--- src/rtl/and_chain_pkg.sv ---
// Shared defaults, legal limits and counter sizing for the AND-chain channel array.
package and_chain_pkg;

    localparam int unsigned DEF_NUM_CH = 5;
    localparam int unsigned DEF_WINDOW = 4;
    localparam int unsigned DEF_CHAIN  = 1;

    localparam int unsigned MAX_NUM_CH = 32;
    localparam int unsigned MAX_WINDOW = 255;

    // Counter must be able to hold the value WINDOW itself (saturation point).
    function automatic int unsigned cnt_width(input int unsigned window);
        return $clog2(window + 1);
    endfunction

endpackage

--- src/rtl/and_chain_array_if.sv ---
// Per-channel operand/flag bundle between a driver and the AND-chain array.
interface and_chain_array_if
    import and_chain_pkg::*;
#(
    parameter int unsigned NUM_CH = DEF_NUM_CH
);
    logic [NUM_CH-1:0] a;
    logic [NUM_CH-1:0] b;
    logic [NUM_CH-1:0] c;
    logic [NUM_CH-1:0] d;
    logic [NUM_CH-1:0] e;
    logic [NUM_CH-1:0] f;
    logic              all_f;

    modport master (output a, b, c, input d, e, f, all_f);
    modport slave  (input a, b, c, output d, e, f, all_f);
endinterface

--- src/rtl/and_chain_cell.sv ---
// One channel: registered a&b, saturating run counter of a&b&c, and the window flag.
module and_chain_cell
    import and_chain_pkg::*;
#(
    parameter int unsigned WINDOW = DEF_WINDOW
) (
    input  logic clk,
    input  logic rst,
    input  logic a,
    input  logic b,
    input  logic c,
    output logic d,
    output logic e
);

    localparam int unsigned CNT_W = cnt_width(WINDOW);
    localparam int unsigned INC_W = CNT_W + 1;

    logic             hit;
    logic [CNT_W-1:0] cnt;
    logic [INC_W-1:0] cnt_inc;

    assign hit     = a & b & c;
    assign cnt_inc = {1'b0, cnt} + INC_W'(1);

    // cnt+1 >= WINDOW is the same test as cnt >= WINDOW-1, without an underflow at WINDOW=1.
    always_ff @(posedge clk) begin
        if (rst) begin
            d   <= 1'b0;
            e   <= 1'b0;
            cnt <= '0;
        end else begin
            d <= a & b;
            if (hit) begin
                if (cnt_inc <= INC_W'(WINDOW)) begin
                    cnt <= cnt_inc[CNT_W-1:0];
                end
                e <= (cnt_inc >= INC_W'(WINDOW));
            end else begin
                cnt <= '0;
                e   <= 1'b0;
            end
        end
    end

endmodule

--- src/rtl/and_chain_array.sv ---
// Array of independent AND-window channels with a registered qualification chain and all_f.
module and_chain_array
    import and_chain_pkg::*;
#(
    parameter int unsigned NUM_CH = DEF_NUM_CH,
    parameter int unsigned WINDOW = DEF_WINDOW,
    parameter int unsigned CHAIN  = DEF_CHAIN
) (
    input logic              clk,
    input logic              rst,
    and_chain_array_if.slave bus
);

    if (NUM_CH == 0 || NUM_CH > MAX_NUM_CH) begin : g_bad_num_ch
        $error("and_chain_array: NUM_CH out of range");
    end
    if (WINDOW == 0 || WINDOW > MAX_WINDOW) begin : g_bad_window
        $error("and_chain_array: WINDOW out of range");
    end
    if (CHAIN > 1) begin : g_bad_chain
        $error("and_chain_array: CHAIN must be 0 or 1");
    end

    logic [NUM_CH-1:0] d_q;
    logic [NUM_CH-1:0] e_q;
    logic [NUM_CH-1:0] f_q;
    logic [NUM_CH-1:0] f_nxt;
    logic              all_f_q;

    for (genvar i = 0; i < NUM_CH; i++) begin : g_cell
        and_chain_cell #(
            .WINDOW (WINDOW)
        ) u_cell (
            .clk (clk),
            .rst (rst),
            .a   (bus.a[i]),
            .b   (bus.b[i]),
            .c   (bus.c[i]),
            .d   (d_q[i]),
            .e   (e_q[i])
        );
    end

    // In chain mode each stage qualifies on the previous stage's registered f.
    always_comb begin
        f_nxt = e_q;
        if (CHAIN != 0) begin
            for (int unsigned i = 1; i < NUM_CH; i++) begin
                f_nxt[i] = e_q[i] & f_q[i-1];
            end
        end
    end

    always_ff @(posedge clk) begin
        if (rst) begin
            f_q     <= '0;
            all_f_q <= 1'b0;
        end else begin
            f_q     <= f_nxt;
            all_f_q <= &e_q;
        end
    end

    assign bus.d     = d_q;
    assign bus.e     = e_q;
    assign bus.f     = f_q;
    assign bus.all_f = all_f_q;

endmodule

--- src/flat_wrapper.sv ---
// flat-port wrapper written by rule: the top's interface ports become plain ports
module and_chain_array_flat import and_chain_pkg::*;
#(
    parameter int unsigned NUM_CH = DEF_NUM_CH,
    parameter int unsigned WINDOW = DEF_WINDOW,
    parameter int unsigned CHAIN  = DEF_CHAIN
)
  (clk, rst, bus_a, bus_b, bus_c, bus_d, bus_e, bus_f, bus_all_f);
  and_chain_array_if #(.NUM_CH(NUM_CH)) bus_i ();
  input logic clk;
  input logic rst;
  input wire logic [$bits(bus_i.a)-1:0] bus_a;
  input wire logic [$bits(bus_i.b)-1:0] bus_b;
  input wire logic [$bits(bus_i.c)-1:0] bus_c;
  output wire logic [$bits(bus_i.d)-1:0] bus_d;
  output wire logic [$bits(bus_i.e)-1:0] bus_e;
  output wire logic [$bits(bus_i.f)-1:0] bus_f;
  output wire logic [$bits(bus_i.all_f)-1:0] bus_all_f;
  assign bus_i.a = bus_a;
  assign bus_i.b = bus_b;
  assign bus_i.c = bus_c;
  assign bus_d = bus_i.d;
  assign bus_e = bus_i.e;
  assign bus_f = bus_i.f;
  assign bus_all_f = bus_i.all_f;
  and_chain_array #(.NUM_CH(NUM_CH), .WINDOW(WINDOW), .CHAIN(CHAIN)) u_core (.clk(clk), .rst(rst), .bus(bus_i));
endmodule
--- config.mk ---
export PLATFORM = sky130hd
export DESIGN_NAME = and_chain_array_flat
export DESIGN_NICKNAME = d
export VERILOG_FILES = /design/src/rtl/and_chain_pkg.sv /design/src/rtl/and_chain_array_if.sv /design/src/rtl/and_chain_cell.sv /design/src/rtl/and_chain_array.sv /design/src/flat_wrapper.sv
export SDC_FILE = /design/constraint.sdc
export NUM_CORES = 1
export LEC_CHECK = 0
export CORE_UTILIZATION = 42
export DETAILED_ROUTE_END_ITERATION = 8
export PLACE_DENSITY = 0.73
export SETUP_SLACK_MARGIN = 0.5
export SYNTH_ARGS = -nofsm -noshare
export SYNTH_HDL_FRONTEND = slang
export SYNTH_SLANG_ARGS = --single-unit
--- constraint.sdc ---
create_clock -name clk -period 1 [get_ports clk]
set_input_delay 0.2 -clock clk [delete_from_list [all_inputs] [get_ports clk]]
set_output_delay 0.2 -clock clk [all_outputs]
set_load 0.01 [all_outputs]
Yosys cells after proc, flatten, opt, wreduce, memory -nomap -nowiden --
Cells that the tools add are included.
Word-level totals: flip-flop bits (word level) 31, bits in latches 0, bits in writable memories 0, bits in read-only memories 0, input port bits 17, output and inout bits 16, logic and storage cells 57, memories kept 0
Operators by class: add/subtract/negate cells 5, multiply operators 0, div/mod/pow operators 0, magnitude comparators 10, equality and inequality tests 0, shift operators 0, muxes and demuxes 0, bitwise gates (word level) 19, reductions and logical operators 6
Operators with widths (count):
- $add 3x1->4 const B | 5
- $ge 4x3->1 const B | 5
- $le 4x3->1 const B | 5
- $and 1x1->1 | 14
- $reduce_or 2->1 | 5
- $not 1->1 | 5
- $reduce_and 5->1 | 1

Logic depth before layout (Yosys ltp) --
depth in word-level cells 4, gate-level depth with buffers 4

Modules after synthesis --
From an unflattened synthesis, not the netlist that was laid out.
Unflattened totals: cell total of the unflattened synthesis 122, area, all modules 1148.6 um^2
Modules (own cells, without submodules):
- and_chain_cell | times used 5, cells an instance 21, area each 193.9 um^2, sequential area each 100.1 um^2
- and_chain_array | times used 1, cells an instance 17, area each 178.9 um^2, sequential area each 120.1 um^2

Worst setup path after synthesis --
No wires, ideal clock.
path kind reg2reg, start reg u_core.g_cell[2].u_cell.cnt[0], end reg u_core.g_cell[2].u_cell.cnt[0], data arrival time 884 ps, data required time 875 ps, slack -9 ps, cell stages (with the launch flop) 5, clock period less this slack 1009 ps, cell sequence dfxtp_1 > ha_1 > inv_1 > o21ai_0 > a211oi_2
On the way: longest elaborated chain between the ends 2
Ends and longest elaborated chain:
- from (decl) | line and_chain_cell.sv:20 | logic [CNT_W-1:0] cnt;
- from (signal assigned) | line and_chain_cell.sv:36 | cnt <= cnt_inc[CNT_W-1:0];
- $add 3x1->4 * | line and_chain_cell.sv:24 | assign cnt_inc = {1'b0, cnt} + INC_W'(1);
- $le 4x3->1 | line and_chain_cell.sv:35 | if (cnt_inc <= INC_W'(WINDOW)) begin
Mark *: on every way between the ends. The rest lies on a longest branch, timed or not. A chain may end at the register's enable or synchronous reset.

Worst setup path in the final report --
start reg u_core.g_cell[3].u_cell.e, end out bus_e[3]
RTL lines:
- from (decl) | line and_chain_cell.sv:13 | output logic e
- from (signal assigned) | line and_chain_cell.sv:38 | e <= (cnt_inc >= INC_W'(WINDOW));
- to (decl) | line flat_wrapper.sv:16 | output wire logic [$bits(bus_i.e)-1:0] bus_e;
No word-level cell between the ends.

==> flow_summary_export.csv <==
group,metric,value,unit
run_status,status,"completed",
final_layout,diodes,0,
floorplan,die_w,56.3,µm
timing,rsz0062_at_grt,"yes",
grt,grt_use_total,18.5,%
final_layout,fin_cells,215,
timing,timing.fmax,1010,MHz
synth,ys_ff_latch,31,
timing,finalSetupViolCount,0,
critical_path,worstPathCellList,"buf_6",
timing,hold_viol,0,
final_layout,n_fill_cell,198,
critical_path,path_class,"reg2out",
final_layout,drive_above_1_share,71.2,%
place,place.port_buffers,32,
critical_path,slowest_delay,340,ps
power_and_ir_drop,clkPwrFrac,43.0,%
final_layout,final_common_cell,"buf_6",
synth,synth_cell_types,19,
power_and_ir_drop,intPower,1.90,mW
clock_network,cts_tree,"yes",
power_and_ir_drop,ir_drop,0.930,mV
timing,worst_pin_slew,300,ps
routing,drt_first_pass_iters,4,
critical_path,crit_path_end_kind,"output port",
power_and_ir_drop,power_frac_seq,51.1,%
routing,via_per_inst,5.08,
power_and_ir_drop,power.total,2.41,mW
floorplan,design.portCount,33,
power_and_ir_drop,pwr-share-comb,5.9,%
grt,use_met1,20.1,%
synth,yosys_warnings,0,
critical_path,cp.arrival,790,ps
floorplan,initial_utilization,44.5,%
critical_path,critical_path.top_delay_family,"flip-flops",
clock_network,clock-root-buffer,"clkbuf_4",
critical_path,crit_slowest_cell,"dfxtp_2",
clock_network,numCtsBuffers,5,
critical_path,critPathBufInv,1,
run,maxCapViolations,0,
grt,grtUsageMet3,7.37,%
routing,finalWirelength,2800,µm
clock_network,cts.sinks,31,
grt,grt_max_degree,12,
grt,antenna_found_initial,0,
floorplan,die_y,56.3,µm
clock_network,insertion_delay,330,ps
clock_network,htree_num_levels,2,
final_layout,nets,205,
timing,maxSlewHeadroom,80.0,%
timing,period_needed,991,ps
final_layout,final_cell_mix,"buf_6, buf_4, dfxtp_2",
routing,vias,1092,
timing,post-route-period-util,99.1,%
floorplan,die_area,0.00317,mm²
timing,maxSlewViolCount,0,
routing,drt_iter0_drc,14,
clock_network,clock_path_buffers,2,
critical_path,cp_max_fo,2,
clock_network,hold_buffers,0,
routing,wl_per_cell,13.0,µm
final_layout,multi_input_area,751,µm²
grt,met2_usage,32.0,%
final_layout,syn_to_final_growth,67.6,%
place,hpwl,1760,µm
clock_network,clkTransAtPathRegs,100,ps
power_and_ir_drop,power.leakage,0.806,nW
power_and_ir_drop,p_sw,510,µW
timing,finalSetupTns,0,ps
grt,grt.overflow.total,0,
grt,grt_pass1_vias,1093,
power_and_ir_drop,switching_share,21.1,%
routing,drtAntennaViolNets,0,
synth,synth_cells,132,
grt,grt_pass1_wl,4500,µm
routing,drc,0,
synth,syn-num-nets,154,
synth,yosysSeqAreaShare,50.1,%
min_path,hp-class,"in2reg",
place,gp_congestion,0.728,
critical_path,cp.required,800,ps
floorplan,placementRows,19,
final_layout,regArea,674,µm²
power_and_ir_drop,p_per_area,1160,mW/mm²
place,dp.cells,189,
critical_path,start_kind,"register",
timing,fin_skew,8.29,ps
grt,busiest_layer,"met2",
synth,syn_area_per_cell,9.38,µm²
floorplan,core_area,0.00278,mm²
synth,syn-cell-area,0.00124,mm²
stage by stage:
| stage | hold WS, ps | setup WS (ps) | cell area [µm²] | util, % |
|---|---|---|---|---|
| detailed placement | 416 | -521 | 1720 | 61.8 |
| finish | 27.0 | 9.22 | 2080 | 74.6 |
| CTS | 24.0 | 3.72 | 1960 | 70.5 |
| global placement | 417 | -481 | 1720 | 61.8 |
| global route | 15.1 | -23.7 | 2080 | 74.6 |
| floorplan | 338 | 99.4 | 1450 | - |
worst paths after layout:
check	slack, ps	to	cells after the start	from
hold / removal	30	u_core.bus.f[2]	2	rst
setup / recovery	9	bus_e[3]	1	u_core.g_cell[3].u_cell.e
setup reg to reg	30	u_core.g_cell[3].u_cell.cnt[1]	4	u_core.g_cell[3].u_cell.cnt[0]
hold reg to reg	440	u_core.bus.f[4]	2	u_core.bus.f[3]
state kept, by name, summed over array words and instances, names as in the netlist:
signal	count
u_core.g_cell.u_cell.d	5
u_core.g_cell.u_cell.e	5
u_core.bus.all_f	1
u_core.bus.f	5
u_core.g_cell.u_cell.cnt	15
cell type report:
| type | count | area share, % |
|---|---|---|
| Multi-Input combinational cell | 85 | 36.2 |
| Tap cell | 31 | 1.87 |
| Timing Repair Buffer | 55 | 24.3 |
| Clock buffer | 6 | 2.47 |
| Clock inverter | 2 | 1.69 |
| Inverter | 5 | 1.02 |
| Sequential cell | 31 | 32.5 |
cell usage after synthesis (all sizes together):
master	instances	area, µm²
and3b	6	60.1
nor2	13	48.8
nand4	1	6.26
and2b	1	8.76
nor3	10	50.1
nand2	18	77.6
inv	5	18.8
dfxtp	31	621
a211oi	5	47.5
a21oi	10	50.1
o21ai	5	25.0
nand2b	5	31.3
ha	5	62.6
o211ai	5	37.5
nor3b	1	7.51
buf	11	86.3
kinds of logic after synthesis:
| kind of cell | after synthesis | synth area share, % |
|---|---|---|
| DFF | 31 | 50.1 |
| AOI/OAI and AO/OA | 25 | 12.9 |
| buffers and inverters | 16 | 8.48 |
| adders and majority gates | 5 | 5.05 |
| and+or+nand+nor | 55 | 23.4 |
power groups by stage:
stage | Clock (mW) | Combinational, mW | Sequential, mW
detailed placement | 0 | 0.122 | 1.27
floorplan | 0 | 0.0574 | 1.27
global route | 1.09 | 0.154 | 1.24
finish | 1.04 | 0.141 | 1.23
CTS | 1.04 | 0.132 | 1.23
global placement | 0 | 0.119 | 1.27
per-layer routing:
layer	up-vias	part of all wire, %
li1	552	-
met1	498	42
met2	36	50
met3	6	6.2
met4	0	1.8
met5	-	0
timing repair:
item / CTS / global route
gates resized for setup: 124 / 22
setup buffers: 15 / 3
endpoints found under the setup margin: 47 / 43
pin swaps: 23 / 8
Power figures use the tool's default switching activity.
